===== src/rtl/mips_multicycle_ctrl.sv =====
// Multi-cycle MIPS control FSM: sequences fetch/decode/execute/memory/writeback.
// Define HALT_ON_ILLEGAL_EN to stop in HALT on an unsupported instruction.
//
//   state  | meaning
//   FETCH  | read instruction at PC, load IR and PC+1 on mem_ready
//   DECODE | precompute branch target, check opcode/funct
//   EXEC   | ALU operation, branch/jump resolution
//   MEM    | data load/store, hold until mem_ready
//   WB     | register file write
//   HALT   | bus timeout (or illegal instruction), exit only by reset
module mips_multicycle_ctrl #(
  parameter int MEM_WAIT_MAX = 16,
  parameter int WAIT_W       = 5
) (
  input  logic       clk,
  input  logic       reset,
  input  logic [5:0] opcode,
  input  logic [5:0] funct,
  input  logic       alu_zero,
  input  logic       mem_ready,
  output logic       pc_write,
  output logic [1:0] pc_src,
  output logic       ir_write,
  output logic       mem_read,
  output logic       mem_write,
  output logic       iord,
  output logic       reg_write,
  output logic       reg_dst,
  output logic       mem_to_reg,
  output logic       alu_src_a,
  output logic [1:0] alu_src_b,
  output logic [3:0] alu_op,
  output logic [2:0] state,
  output logic       illegal,
  output logic       bus_error
);

  typedef enum logic [2:0] {
    S_FETCH  = 3'd0,
    S_DECODE = 3'd1,
    S_EXEC   = 3'd2,
    S_MEM    = 3'd3,
    S_WB     = 3'd4,
    S_HALT   = 3'd7
  } state_t;

  localparam logic [5:0] OP_R    = 6'b000000;
  localparam logic [5:0] OP_LW   = 6'b100011;
  localparam logic [5:0] OP_SW   = 6'b101011;
  localparam logic [5:0] OP_ADDI = 6'b001000;
  localparam logic [5:0] OP_BEQ  = 6'b000100;
  localparam logic [5:0] OP_J    = 6'b000010;

  localparam logic [3:0] ALU_AND = 4'b0000;
  localparam logic [3:0] ALU_OR  = 4'b0001;
  localparam logic [3:0] ALU_ADD = 4'b0010;
  localparam logic [3:0] ALU_SUB = 4'b0110;
  localparam logic [3:0] ALU_SLT = 4'b0111;

  state_t              state_q, state_d;
  logic [WAIT_W-1:0]   wait_q, wait_d;
  logic                illegal_q, illegal_d;
  logic                bus_error_q, bus_error_d;

  logic       is_r, is_lw, is_sw, is_addi, is_beq, is_j;
  logic       funct_ok, instr_ok, wait_expired;
  logic [3:0] r_alu_op;

  assign is_r    = (opcode == OP_R);
  assign is_lw   = (opcode == OP_LW);
  assign is_sw   = (opcode == OP_SW);
  assign is_addi = (opcode == OP_ADDI);
  assign is_beq  = (opcode == OP_BEQ);
  assign is_j    = (opcode == OP_J);

  always_comb begin
    r_alu_op = ALU_AND;
    funct_ok = 1'b1;
    case (funct)
      6'b100000: r_alu_op = ALU_ADD;
      6'b100010: r_alu_op = ALU_SUB;
      6'b100100: r_alu_op = ALU_AND;
      6'b100101: r_alu_op = ALU_OR;
      6'b101010: r_alu_op = ALU_SLT;
      default:   funct_ok = 1'b0;
    endcase
  end

  assign instr_ok     = is_r ? funct_ok : (is_lw | is_sw | is_addi | is_beq | is_j);
  assign wait_expired = (wait_q == WAIT_W'(MEM_WAIT_MAX - 1));

  always_comb begin
    state_d     = state_q;
    illegal_d   = illegal_q;
    bus_error_d = bus_error_q;
    pc_write    = 1'b0;
    pc_src      = 2'b00;
    ir_write    = 1'b0;
    mem_read    = 1'b0;
    mem_write   = 1'b0;
    iord        = 1'b0;
    reg_write   = 1'b0;
    reg_dst     = 1'b0;
    mem_to_reg  = 1'b0;
    alu_src_a   = 1'b0;
    alu_src_b   = 2'b00;
    alu_op      = ALU_AND;

    case (state_q)
      S_FETCH: begin
        mem_read = 1'b1;
        if (mem_ready) begin
          ir_write = 1'b1;
          pc_write = 1'b1;
          state_d  = S_DECODE;
        end else if (wait_expired) begin
          bus_error_d = 1'b1;
          state_d     = S_HALT;
        end
      end
      S_DECODE: begin
        alu_src_b = 2'b11;
        alu_op    = ALU_ADD;
        if (instr_ok) begin
          state_d = S_EXEC;
        end else begin
          illegal_d = 1'b1;
`ifdef HALT_ON_ILLEGAL_EN
          state_d   = S_HALT;
`else
          state_d   = S_FETCH;
`endif
        end
      end
      S_EXEC: begin
        state_d = S_FETCH;
        if (is_r) begin
          alu_src_a = 1'b1;
          alu_op    = r_alu_op;
          state_d   = S_WB;
        end else if (is_lw || is_sw || is_addi) begin
          alu_src_a = 1'b1;
          alu_src_b = 2'b10;
          alu_op    = ALU_ADD;
          state_d   = is_addi ? S_WB : S_MEM;
        end else if (is_beq) begin
          alu_src_a = 1'b1;
          alu_op    = ALU_SUB;
          pc_write  = alu_zero;
          pc_src    = 2'b01;
        end else if (is_j) begin
          pc_write  = 1'b1;
          pc_src    = 2'b10;
        end
      end
      S_MEM: begin
        iord      = 1'b1;
        mem_read  = is_lw;
        mem_write = is_sw;
        if (mem_ready) begin
          state_d = is_lw ? S_WB : S_FETCH;
        end else if (wait_expired) begin
          bus_error_d = 1'b1;
          state_d     = S_HALT;
        end
      end
      S_WB: begin
        reg_write  = 1'b1;
        reg_dst    = is_r;
        mem_to_reg = is_lw;
        state_d    = S_FETCH;
      end
      S_HALT: ;
      default: state_d = S_FETCH;
    endcase

    // Reset blanks every control strobe immediately, not just from the next edge.
    if (reset) begin
      pc_write   = 1'b0;
      pc_src     = 2'b00;
      ir_write   = 1'b0;
      mem_read   = 1'b0;
      mem_write  = 1'b0;
      iord       = 1'b0;
      reg_write  = 1'b0;
      reg_dst    = 1'b0;
      mem_to_reg = 1'b0;
      alu_src_a  = 1'b0;
      alu_src_b  = 2'b00;
      alu_op     = ALU_AND;
    end
  end

  always_comb begin
    wait_d = wait_q;
    if (state_d != state_q) begin
      wait_d = '0;
    end else if ((state_q == S_FETCH || state_q == S_MEM) && !mem_ready) begin
      wait_d = wait_q + WAIT_W'(1);
    end
  end

  always_ff @(posedge clk) begin
    if (reset) begin
      state_q     <= S_FETCH;
      wait_q      <= '0;
      illegal_q   <= 1'b0;
      bus_error_q <= 1'b0;
    end else begin
      state_q     <= state_d;
      wait_q      <= wait_d;
      illegal_q   <= illegal_d;
      bus_error_q <= bus_error_d;
    end
  end

  assign state     = reset ? 3'd0 : state_q;
  assign illegal   = illegal_q & ~reset;
  assign bus_error = bus_error_q & ~reset;

endmodule


===== config.mk =====
export PLATFORM = sky130hd
export DESIGN_NAME = mips_multicycle_ctrl
export DESIGN_NICKNAME = d
export VERILOG_FILES = /design/src/rtl/mips_multicycle_ctrl.sv
export SDC_FILE = /design/constraint.sdc
export NUM_CORES = 1
export LEC_CHECK = 0
export BUFFER_PORTS_ARGS = -buffer_cell sky130_fd_sc_hd__buf_4
export CAP_MARGIN = 20
export CORE_MARGIN = 2
export CORE_UTILIZATION = 35
export CTS_CLUSTER_DIAMETER = 60
export CTS_CLUSTER_SIZE = 8
export DETAILED_ROUTE_END_ITERATION = 8
export GPL_ROUTABILITY_DRIVEN = 0
export PLACE_DENSITY = 0.65
export SLEW_MARGIN = 5
export SYNTH_ARGS = -nofsm -noshare
export SYNTH_HDL_FRONTEND = slang
export SYNTH_SLANG_ARGS = --single-unit

===== constraint.sdc =====
create_clock -name clk -period 2.1 [get_ports clk]
set_input_delay 0.525 -clock clk [delete_from_list [all_inputs] [get_ports clk]]
set_output_delay 0.525 -clock clk [all_outputs]
set_load 0.005 [all_outputs]

**After elaboration in Yosys (flattened, before gate mapping)**

Index checks and enable logic that the tools add are counted.

- Input port bits: 16
- Output and inout bits: 22
- Bits in registers: 10
- Word-level logic and storage cells: 97

- Bitwise logic cells: 9
- Reduce and logical (&&, ||, !) cells: 12
- Muxes and demuxes: 54
- Equality and inequality tests: 17
- Add/sub/neg operators: 1

Operator list:

| cell | number |
|---|---|
| 6-bit equality test, second input constant | 7 |
| 3-bit 2-to-1 mux | 10 |
| 1-bit 2-to-1 mux | 26 |
| 2-bit 2-to-1 mux | 10 |
| 3-bit one-hot mux with 5 select lines | 1 |
| 3-bit one-hot mux with 4 select lines | 1 |
| 4-bit 2-to-1 mux | 2 |
| 4-bit one-hot mux with 2 select lines | 1 |
| 3-bit by 2-bit equality test with 1-bit output, second input constant | 2 |
| 3-bit equality test, second input constant | 2 |
| 6-bit by 2-bit equality test with 1-bit output, second input constant | 1 |
| 6-bit by 3-bit equality test with 1-bit output, second input constant | 1 |
| 6-bit by 4-bit equality test with 1-bit output, second input constant | 1 |
| 6-bit zero test | 1 |
| 5-bit by 1-bit adder with 5-bit output, second input constant | 1 |
| 5-bit by 4-bit equality test with 1-bit output, second input constant | 1 |
| 5-bit OR reduction | 1 |
| 1-bit bitwise OR | 4 |
| 1-bit one-hot mux with 2 select lines | 2 |
| 2-bit one-hot mux with 2 select lines | 1 |
| 2-bit OR reduction | 2 |
| 3-bit by 1-bit equality test with 1-bit output, second input constant | 1 |
| 3-bit zero test | 1 |
| 1-bit logical OR | 3 |
| 7 further kinds | 10 |

**Depth between registers and ports, before layout**

Gate-level depths: netlist (run 1).

- Word-level depth: 10
- Depth in mapped cells: 7

**Worst setup path before layout (run 1)**

No wires, ideal clock.

- Kind: input to output
- Start point: in opcode[1]
- End point: out alu_op[0]
- Data required time: 1575 ps
- Arrival time: 1554 ps
- Path slack: 21 ps
- Stages: 4
- Cells stage by stage: or3_1 buf_2 or2_4 nor4_2

- Word-level cells in the longest chain between the ends: 7

Ends and longest elaborated chain:

| what | line | text |
|---|---|---|
| start, declared | 17 | `input logic [5:0] opcode,` |
| 6-bit equality test (on tied branches) | 70, 71 |  |
| 1-bit logical OR (2 in series) | 141 | `end else if (is_lw \|\| is_sw \|\| is_addi) begin` |
| 3-bit 2-to-1 mux | 141 |  |
| 4-bit 2-to-1 mux * | 137 | `if (is_r) begin` |
| 4-bit one-hot mux with 2 select lines * | 109 | `case (state_q)` |
| 4-bit 2-to-1 mux * | 178 | `if (reset) begin` |
| end, declared | 32 | `output logic [3:0] alu_op,` |

Every way passes the cells marked *; elsewhere a longest branch is shown, timed or not.

**Worst setup path in the final report (run 1)**

- Start point: in opcode[5]
- End point: out alu_op[1]

Same word-level chain as after synthesis.

==> impl_summary.txt, run 1 <==
----------------------------------------------------
[Layout]
  Post-layout instance area ... 1660 um2
  Number of standard cells in the final layout excluding fillers ... 220
  Share of cells above drive strength 1 ... 54.2%
  # nets final ... 209
  Core utilization of the finished layout ... 66.3%
  Antenna diodes ... 0
  Area growth, synth to finish ... 76.5%

[Route]
  Mean number of vias per cell ... 5.50
  Post-detailed-route count of antenna-violating nets ... 0
  Final routed wire length divided by cell count ... 14.3 um
  Routed vias ... 1211
  Routed Wire Length ... 3.15 mm
  Count of routing violations after the opening detailed-route iteration ... 32
  First-pass iteration count of the detailed router ... 4
  DRC violation count after routing ... 0

[Power]
  Int Power ... 0.412 mW
  Power per unit of standard cell area ... 352 nW/um2
  Clock group share of total power ... 29.2%
  Peak ir drop on the vdd network ... 0.000377 V
  Seq pwr share ... 34.2%
  Power spent charging and discharging nets ... 0.172 mW
  Switching power share of the total ... 29.4%
  Leakage component of the power ... 0.723 nW
  Total power ... 0.584 mW
  Portion of total power attributed to combinational logic ... 36.6%

[Setup path]
  Required time at the endpoint of the critical path ... 1570 ps
  Arrival time at the worst endpoint ... 1750 ps
  Minimum setup slack among reg-to-reg paths ... 360 ps
  Element type at the critical path start ... input port
  Largest fanout on the critical path ... 5
  Critical Setup Path Class ... input port to primary output
  Nature of the critical path endpoint ... primary output

[Global routing]
  Largest net degree at the start of global routing ... 13
  Initial antenna violation count ... 0
  Total congestion overflow after global routing ... 0
  Met3 Resource Use GR ... 2.33%
  Met1 track demand over resource ... 24.8%
  Gr busiest metal ... met2
  Number of global-route vias before repair ... 1021
  Global-route wire length before repair ... 4.67 mm
  Tot GR Track Use ... 18.6%
  Met2 Resource Use GR ... 29.6%

[STA]
  Number of hold violations in the final report ... 0
  Max Clk Rate ... 0.440 GHz
  Min Tclk post-route ... 2270 ps
  Final max-slew violation count ... 0
  Minimum hold slack ... 496 ps
  Worst Clk Skew ... 1.05 ps
  Count of final setup violators ... 9
  Slack of the critical path ... -175 ps
  Total negative slack for setup checks ... -939 ps
  RSZ-0062 raised after global routing ... yes
  Period utilization ... 108%

[Synth]
  Summed instance area of the synthesized netlist ... 938 um2
  Flip-flop cell with the highest count after synthesis ... sky130_fd_sc_hd__dfxtp_1
  Top-count cell post-synth ... sky130_fd_sc_hd__nor2_1
  Fraction of synthesis flops using an asynchronous set or reset pin ... 0%
  Sequential element share of the synthesized area ... 21.3%
  Mean instance size in the synthesized netlist ... 7.51 um2
  Synthesized instance count ... 125
  Number of synthesized register bits ... 10
  Post-synth net total ... 143
  Count of flip-flops with a built-in enable after synthesis ... 0
  Count of different cell masters after synthesis ... 48
  Area contributors post-synth ... sky130_fd_sc_hd__dfxtp_1 (21%), sky130_fd_sc_hd__nor2_1 (5.6%), sky130_fd_sc_hd__nor3_1 (5.3%), sky130_fd_sc_hd__or3_1 (3.3%), sky130_fd_sc_hd__xor2_1 (2.8%)
  Synth warn ... 0
  Cell type with the highest aggregate area in the netlist ... sky130_fd_sc_hd__dfxtp_1
  Fraction of synthesized cell area taken by the top area cell type ... 21.3%
  Synth top cells by count ... sky130_fd_sc_hd__nor2_1 (14), sky130_fd_sc_hd__dfxtp_1 (10), sky130_fd_sc_hd__nor3_1 (10)

[Floorplanning]
  Area enclosed by the die boundary ... 3110 um2
  DIE HEIGHT ... 55.8 um
  Starting density of the core ... 37.5%
  Horizontal die dimension ... 55.8 um
  Number of ports placed on the die boundary ... 38
  Count of standard-cell rows ... 18
  Core area ... 2500 um2

[Status]
  Violated checks ... setup timing
  Outcome ... complete, but fails checks

[CTS]
  CTS clk-pin slew, worst paths ... 60 ps
  Insertion delay to the later sink of the worst-skew pair ... 260 ps
  Maximum root-to-sink buffer count ... 2
  Number of buffers added by the clock tree synthesis step ... 3
  CTS Sinks ... 10
  Hold_buf cts ... 0
  H-tree level count ... 1
  CTS tree ... done
  Clock root cell ... sky130_fd_sc_hd__clkbuf_4

[Place]
  Detailed placement HPWL ... 2.29 mm
  Port Buffer Count ... 36
  Area after detailed placement ... 1380 um2
  Cells after DPL ... 209
  Setup WS pre-CTS ... -200 ps

[Worst hold path]
  Hold/Removal Path Class ... register to register

[Run]
  Count of max-cap constraint violations ... 0

----------------------------------------------------
==> logic make-up after synthesis <==
kind of cell,after synthesis,share of synthesized area (%)
multiplexers,3,3.33
flip-flops,10,21.3
adder cells (fa/ha/maj),2,2.67
AND/OR/NAND/NOR,69,42.3
AO/OA/AOI/OAI,23,17.7
buffers and inverters,13,7.73
other,1,0.400
XOR/XNOR,4,4.53
==> registers in the layout, summed over array words and instances, names as in the netlist <==
| name | flops |
|---|---|
| state_q | 3 |
| wait_q | 5 |
| bus_error_q | 1 |
| illegal_q | 1 |
==> final cells by class <==
class / count / area, um2
clock buffer: 4 / 36.3
fill: 221 / 843
inverter: 6 / 22.5
multi-input combinational: 102 / 815
sequential: 10 / 201
tap: 30 / 37.5
timing repair buffer: 68 / 544
==> worst paths after layout <==
check,from,end,depth (start not counted)
worst max-delay path,opcode[5],alu_op[1],6
worst min-delay path,bus_error_q,bus_error_q,2
worst max register to register,wait_q[0],wait_q[2],7
worst min register to register,bus_error_q,bus_error_q,2
==> worst max-delay path: stages <==
cell                      delay, ps
sky130_fd_sc_hd__buf_6           90
sky130_fd_sc_hd__or3_4          420
sky130_fd_sc_hd__or2_4          310
sky130_fd_sc_hd__a31oi_2        150
sky130_fd_sc_hd__o31ai_1        100
sky130_fd_sc_hd__buf_4          150
==> layer usage <==
metal  part of all wire (%)  routed length [um]
met5                      0                   0
met2                     49                1560
met3                    5.1                 162
met4                    1.1                  36
met1                     44                1390
==> power by group through the flow <==
stage	combinational [mW]	sequential, mW	clock, mW
final	0.214	0.200	0.170
after global routing	0.230	0.200	0.188
after detailed placement	0.175	0.204	0
after global placement	0.172	0.203	0
after CTS	0.191	0.199	0.181
after floorplan	0.0871	0.202	0
==> repair_timing <==
action | CTS | global route
endpoints found under the hold margin | 0 | 0
pin swaps | 11 | 9
gates resized for setup | 18 | 21
setup endpoints to repair | 11 | 12
gates cloned | 0 | 0
setup buffers | 2 | 5
==> cells in the final DEF, fill, tap and decap left out, drive strengths merged, types with 5 or more instances in the layout <==
cell type  count
buf           68
nor2          14
nor3          11
dfxtp         10
inv            6
or3            5
nand2          5
nand3          5
a21oi          5
No activity file was read; power rests on OpenSTA's default activity.
==> run 2, diff against run 1 <==
==> constraint.sdc (replaced) <==
create_clock -name clk -period 2.1 [get_ports clk]
set_input_delay 0.42 -clock clk [delete_from_list [all_inputs] [get_ports clk]]
set_output_delay 0.42 -clock clk [all_outputs]
set_load 0.005 [all_outputs]
==> run 2 against run 1 <==
Against the previous run:
- the flow still finishes with violations (setup timing)
- core utilization decreased by 9.9 points
- routed wire length decreased by 11%
- worst setup slack gained 130 ps
- maximum frequency grew 5.9%
- sequential power about the same
- clock skew increased by 1.4 ps
- flip-flop and latch count stayed put
- sequential share of layout area is 2.2 points higher
- total power fell by 4.8%
- die area did not move
- largest power group is now registers
==> impl_summary.txt, run 2 (same netlist as run 1, synthesis figures left out) <==
----------------------------------------------------
[STA]
  Total negative slack for setup checks ... -48.2 ps (+890 ps)
  Final max-slew violation count ... 0 (unchanged)
  RSZ-0062 raised after global routing ... yes
  Min Tclk post-route ... 2150 ps (-126 ps)
  Slack of the critical path ... -48.2 ps (+126 ps)
  Worst Clk Skew ... 2.47 ps (+1.42 ps)
  Count of final setup violators ... 1 (-8)
  Minimum hold slack ... 417 ps (-79.2 ps)
  Max Clk Rate ... 0.466 GHz (+5.9%)
  Number of hold violations in the final report ... 0 (unchanged)
  Period utilization ... 102% (-6.0 points)

[Power]
  Switching power share of the total ... 29.2% (-0.23 points)
  Portion of total power attributed to combinational logic ... 32.1% (-4.5 points)
  Peak ir drop on the vdd network ... 0.000408 V (+8.3%)
  Power per unit of standard cell area ... 394 nW/um2 (+12%)
  Seq pwr share ... 36.2% (+2.0 points)
  Leakage component of the power ... 0.623 nW (-14%)
  Total power ... 0.555 mW (-4.8%)
  Clock group share of total power ... 31.7% (+2.5 points)
  Power spent charging and discharging nets ... 0.162 mW (-5.6%)
  Int Power ... 0.393 mW (-4.5%)

[Setup path]
  Arrival time at the worst endpoint ... 1730 ps (-20 ps)
  Startpoint of the worst register-to-register path ... wait_q[0]
  Crit-path max cell delay ... 340 ps (-80 ps)
  Largest fanout on the critical path ... 3 (-2)
  Required time at the endpoint of the critical path ... 1680 ps (+110 ps)
  Buffers and inverters on the worst path ... 1 (-1)
  Element type at the critical path start ... register
  Number of cells traversed by the worst register-to-register path ... 7 (unchanged)
  Slowest-stage cell, CP ... sky130_fd_sc_hd__or3_4
  CP cell instances ... or2_1 -> or3_4 -> or3_4 -> nor3_2 -> buf_4
  Critical Setup Path Class ... register to primary output
  Kind of cell adding the most delay to the critical path ... simple AND/OR/NAND/NOR gates
  Dominant cell type by count on the critical path ... sky130_fd_sc_hd__or3_4
  Nature of the critical path endpoint ... primary output
  Critical register-to-register path endpoint ... wait_q[0]
  Minimum setup slack among reg-to-reg paths ... 330 ps (-30 ps)

[Layout]
  Core utilization of the finished layout ... 56.4% (-9.9 points)
  Top Registers ... wait_q: 5 flops, state_q: 3 flops
  Number of standard cells in the final layout excluding fillers ... 205 (-6.8%)
  Post-layout instance area ... 1410 um2 (-15%)
  Most common cell after layout, fill and taps aside ... sky130_fd_sc_hd__buf_4
  Flip-flop count of the largest register after layout ... 5 (unchanged)
  Antenna diodes ... 0 (unchanged)
  Share of cells above drive strength 1 ... 42.9% (-11 points)
  Most frequent cells in the layout ... sky130_fd_sc_hd__buf_4 (52), sky130_fd_sc_hd__nor2_1 (14), sky130_fd_sc_hd__nor3_1 (10)
  Register bank with the most flops ... wait_q
  Area growth, synth to finish ... 50.3%
  # nets final ... 194 (-7.2%)

[Route]
  Post-detailed-route count of antenna-violating nets ... 0 (unchanged)
  Mean number of vias per cell ... 5.52 (+0.23%)
  Count of routing violations after the opening detailed-route iteration ... 48 (+50%)
  Routed Wire Length ... 2.80 mm (-11%)
  Final routed wire length divided by cell count ... 13.6 um (-4.8%)
  Routed vias ... 1131 (-6.6%)
  First-pass iteration count of the detailed router ... 4 (unchanged)
  DRC violation count after routing ... 0 (unchanged)

[Floorplanning]
  Horizontal die dimension ... 55.8 um (unchanged)
  DIE HEIGHT ... 55.8 um (unchanged)
  Count of standard-cell rows ... 18 (unchanged)
  Number of ports placed on the die boundary ... 38 (unchanged)
  Area enclosed by the die boundary ... 3110 um2 (unchanged)
  Starting density of the core ... 37.5% (unchanged)
  Core area ... 2500 um2 (unchanged)

[Worst hold path]
  Hold/Removal Path Class ... input port to register
  Instance count along the most critical hold path ... 2 (unchanged)
  Launch instance of the worst min-delay path ... opcode[4]
  Terminating pin of the worst hold path ... state_q[1]

[Global routing]
  Largest net degree at the start of global routing ... 13 (unchanged)
  Global-route wire length before repair ... 4.38 mm (-6.2%)
  Tot GR Track Use ... 16.9% (-1.7 points)
  Number of global-route vias before repair ... 959 (-6.1%)
  Initial antenna violation count ... 0 (unchanged)
  Total congestion overflow after global routing ... 0 (unchanged)

[CTS]
  CTS tree ... done
  Hold_buf cts ... 0 (unchanged)
  CTS clk-pin slew, worst paths ... 70 ps (about the same)
  Insertion delay to the later sink of the worst-skew pair ... 260 ps (about the same)
  CTS Sinks ... 10 (unchanged)
  H-tree level count ... 1 (unchanged)
  Maximum root-to-sink buffer count ... 2 (unchanged)
  Number of buffers added by the clock tree synthesis step ... 3 (unchanged)
  Clock root cell ... sky130_fd_sc_hd__clkbuf_4

[Place]
  Cells after DPL ... 197 (-5.7%)
  Area after detailed placement ... 1290 um2 (-6.5%)
  Port Buffer Count ... 36 (unchanged)
  Setup WS pre-CTS ... 46.3 ps (+246 ps)
  Detailed placement HPWL ... 2.19 mm (-4.5%)

[Status]
  Violated checks ... setup timing
  Outcome ... complete, but fails checks

[Run]
  Count of max-cap constraint violations ... 0 (unchanged)

----------------------------------------------------
run 2: area by class of cell:
| cell class | count | area [um2] |
|---|---|---|
| Tap cell | 30 | 37.5 |
| Clock buffer | 4 | 36.3 |
| Timing Repair Buffer | 53 | 402 |
| Fill cell | 245 | 1090 |
| Multi-Input combinational cell | 102 | 709 |
| Inverter | 6 | 22.5 |
| Sequential cell | 10 | 203 |
run 2: layer usage:
metal	share of wire, %	track usage, %	vias up
met1	47	22.7	533
met5	0	0	-
met2	48	28.7	34
met3	4.4	1.86	2
met4	0.61	4.18	0
li1	-	-	562
run 2: power groups by stage:
| stage | clock network (mW) | registers (mW) | logic [mW] |
|---|---|---|---|
| floorplan | 0 | 0.202 | 0.0871 |
| global placement | 0 | 0.204 | 0.158 |
| detailed placement | 0 | 0.205 | 0.162 |
| CTS | 0.176 | 0.200 | 0.164 |
| global route | 0.193 | 0.202 | 0.193 |
| finish | 0.176 | 0.201 | 0.178 |
run 2: how the worst max path moves through the flow:
stage	from	to	slack [ps]	cells after the start
after floorplan	opcode[1]	alu_op[0]	230	4
after global placement	opcode[1]	alu_op[0]	50	5
after detailed placement	opcode[1]	alu_op[0]	50	5
after CTS	state_q[0]	mem_to_reg	-40	5
after global routing	state_q[1]	mem_read	-130	5
final	state_q[0]	mem_to_reg	-50	5
run 2: what timing repair did:
action / CTS / global route
setup buffers: 0 / 4
setup endpoints to repair: 4 / 8
pin swaps: 0 / 2
resized for setup: 3 / 9
==> run 3, diff against run 2 <==
clock period = 2.5 ns   (was 2.1 ns; I/O delays follow)
==> run 3 against run 2 <==
Against the previous run:
- the flow now finishes without violations
- clock power shrank 16%
- critical path type unchanged
- worst setup slack gained 160 ps
- total power shrank 21%
==> impl_summary.txt, run 3 (same netlist as run 1, synthesis figures left out) <==
----------------------------------------------------
[CTS]
  H-tree level count ... 1 (unchanged)
  Clock root cell ... sky130_fd_sc_hd__clkbuf_4
  Maximum root-to-sink buffer count ... 2 (unchanged)
  CTS Sinks ... 10 (unchanged)
  Insertion delay to the later sink of the worst-skew pair ... 270 ps (about the same)
  Number of buffers inserted by post-CTS setup repair ... 0 (unchanged)
  CTS clk-pin slew, worst paths ... 70 ps (about the same)
  Hold_buf cts ... 0 (unchanged)
  Number of buffers added by the clock tree synthesis step ... 3 (unchanged)
  Count of instances resized after the clock tree is built ... 0 (-3)
  CTS tree ... done

[Setup path]
  Required time at the endpoint of the critical path ... 2000 ps (+320 ps)
  CP cell instances ... buf_4 -> and2b_1 -> nand4_1 -> a211oi_1 -> buf_4
  Nature of the critical path endpoint ... primary output
  Element type at the critical path start ... register
  Slowest-stage cell, CP ... sky130_fd_sc_hd__dfxtp_1
  Crit-path max cell delay ... 480 ps (+140 ps)
  Critical Setup Path Class ... register to primary output
  Arrival time at the worst endpoint ... 1890 ps (+160 ps)
  Dominant cell type by count on the critical path ... sky130_fd_sc_hd__buf_4
  Largest fanout on the critical path ... 6 (+3)

[Power]
  Switching power share of the total ... 29.3% (+0.15 points)
  Power per unit of standard cell area ... 352 nW/um2 (-11%)
  Total power ... 0.439 mW (-21%)
  Peak ir drop on the vdd network ... 0.000269 V (-34%)
  Int Power ... 0.310 mW (-21%)
  Clock group share of total power ... 33.8% (+2.1 points)
  Seq pwr share ... 39.1% (+2.9 points)
  Power spent charging and discharging nets ... 0.129 mW (-21%)
  Leakage component of the power ... 0.535 nW (-14%)
  Portion of total power attributed to combinational logic ... 27.1% (-5.0 points)

[Layout]
  Top Registers ... wait_q: 5 flops, state_q: 3 flops
  # nets final ... 179 (-7.7%)
  Flip-flop count of the largest register after layout ... 5 (unchanged)
  Footprint of the multi-input gates ... 666 um2 (-6.2%)
  Most common cell after layout, fill and taps aside ... sky130_fd_sc_hd__buf_4
  Core utilization of the finished layout ... 49.9% (-6.5 points)
  Share of cells above drive strength 1 ... 31.3% (-12 points)
  Most frequent cells in the layout ... sky130_fd_sc_hd__buf_4 (38), sky130_fd_sc_hd__nor2_1 (14), sky130_fd_sc_hd__nor3_1 (10)
  Antenna diodes ... 0 (unchanged)
  Sequential cell area in the final layout ... 201 um2 (-0.62%)
  Fill count ... 247 (+0.82%)
  Register bank with the most flops ... wait_q
  Area growth, synth to finish ... 33.1%

[Place]
  Port Buffer Count ... 36 (unchanged)
  Detailed placement HPWL ... 2.05 mm (-6.6%)
  Setup WS pre-CTS ... 169 ps (+123 ps)

[Route]
  Routed vias ... 1074 (-5.0%)
  Count of routing violations after the opening detailed-route iteration ... 34 (-29%)
  DRC violation count after routing ... 0 (unchanged)
  Post-detailed-route count of antenna-violating nets ... 0 (unchanged)
  Routed Wire Length ... 2.63 mm (-5.9%)
  Mean number of vias per cell ... 5.65 (+2.5%)
  First-pass iteration count of the detailed router ... 4 (unchanged)
  Final routed wire length divided by cell count ... 13.9 um (+1.6%)

[Run]
  Count of max-cap constraint violations ... 0 (unchanged)

[Global routing]
  Largest net degree at the start of global routing ... 16 (+3)
  Number of global-route vias before repair ... 963 (+0.42%)
  Total congestion overflow after global routing ... 0 (unchanged)
  Global-route wire length before repair ... 4.32 mm (-1.4%)
  Tot GR Track Use ... 16.8% (-0.097 points)
  Initial antenna violation count ... 0 (unchanged)

[Floorplanning]
  Number of ports placed on the die boundary ... 38 (unchanged)
  Horizontal die dimension ... 55.8 um (unchanged)
  Area enclosed by the die boundary ... 3110 um2 (unchanged)
  Starting density of the core ... 37.5% (unchanged)
  DIE HEIGHT ... 55.8 um (unchanged)
  Count of standard-cell rows ... 18 (unchanged)
  Core area ... 2500 um2 (unchanged)

[STA]
  Count of final setup violators ... 0 (-1)
  RSZ-0062 raised after global routing ... no
  Number of hold violations in the final report ... 0 (unchanged)
  Slack of the critical path ... 112 ps (+160 ps)
  Period utilization ... 95.5%
  Total negative slack for setup checks ... 0 ps (+48.2 ps)
  Final max-slew violation count ... 0 (unchanged)
  Max Clk Rate ... 0.419 GHz
  Min Tclk post-route ... 2390 ps
  Worst Clk Skew ... 2.15 ps (-0.325 ps)

[Status]
  Outcome ... complete, no violations

[Worst hold path]
  Hold/Removal Path Class ... register to register

----------------------------------------------------
==> run 3: changes by cell type in the layout (fill, tap and decap cells not counted), sizes merged <==
| cell | delta |
|---|---|
| buf | -15 |
==> run 3: per-layer routing <==
metal  global-route usage (%)  vias up  wire, um
li1                         -      531         -
met1                     23.2      494      1240
met2                     26.4       45      1190
met3                     3.02        4       183
met4                     5.23        0        28
met5                        0        -         0
==> run 3: critical path: cells and delay by family, from the launching register on <==
family / cells / cell delay [ps]
DFF: 1 / 480
and+or+nand+nor: 2 / 470
AOI/OAI and AO/OA: 1 / 320
buffers and inverters: 2 / 350
==> run 3: power groups by stage <==
stage                     Clock, mW  Sequential (mW)  Combinational [mW]
after floorplan                   0            0.170              0.0732
after global placement            0            0.175               0.116
after detailed placement          0            0.175               0.118
after CTS                     0.152            0.171               0.118
after global routing          0.159            0.172               0.131
final                         0.148            0.171               0.119
==> run 3: worst paths after layout <==
kind                     from          end  slack, ps  cells after the start
setup / recovery   state_q[1]     mem_read        110                      5
hold / removal    bus_error_q  bus_error_q        490                      2
setup reg to reg    wait_q[0]    wait_q[0]        740                      7
hold reg to reg   bus_error_q  bus_error_q        490                      2
==> run 3: area by class of cell <==
class / instances / area share [%]
multi-input combinational: 102 / 53.3
sequential: 10 / 16.1
tap: 30 / 3.01
timing repair buffer: 38 / 22.8
clock buffer: 4 / 2.91
inverter: 6 / 1.80
==> run 3: through the flow <==
stage,hold slack [ps],cell area (um2),instances
2_1_floorplan,429,938,125
3_5_place_dp,467,1210,186
6_report,490,1250,190
4_1_cts,487,1250,190
5_1_grt,508,1250,190
3_3_place_gp,452,1210,186
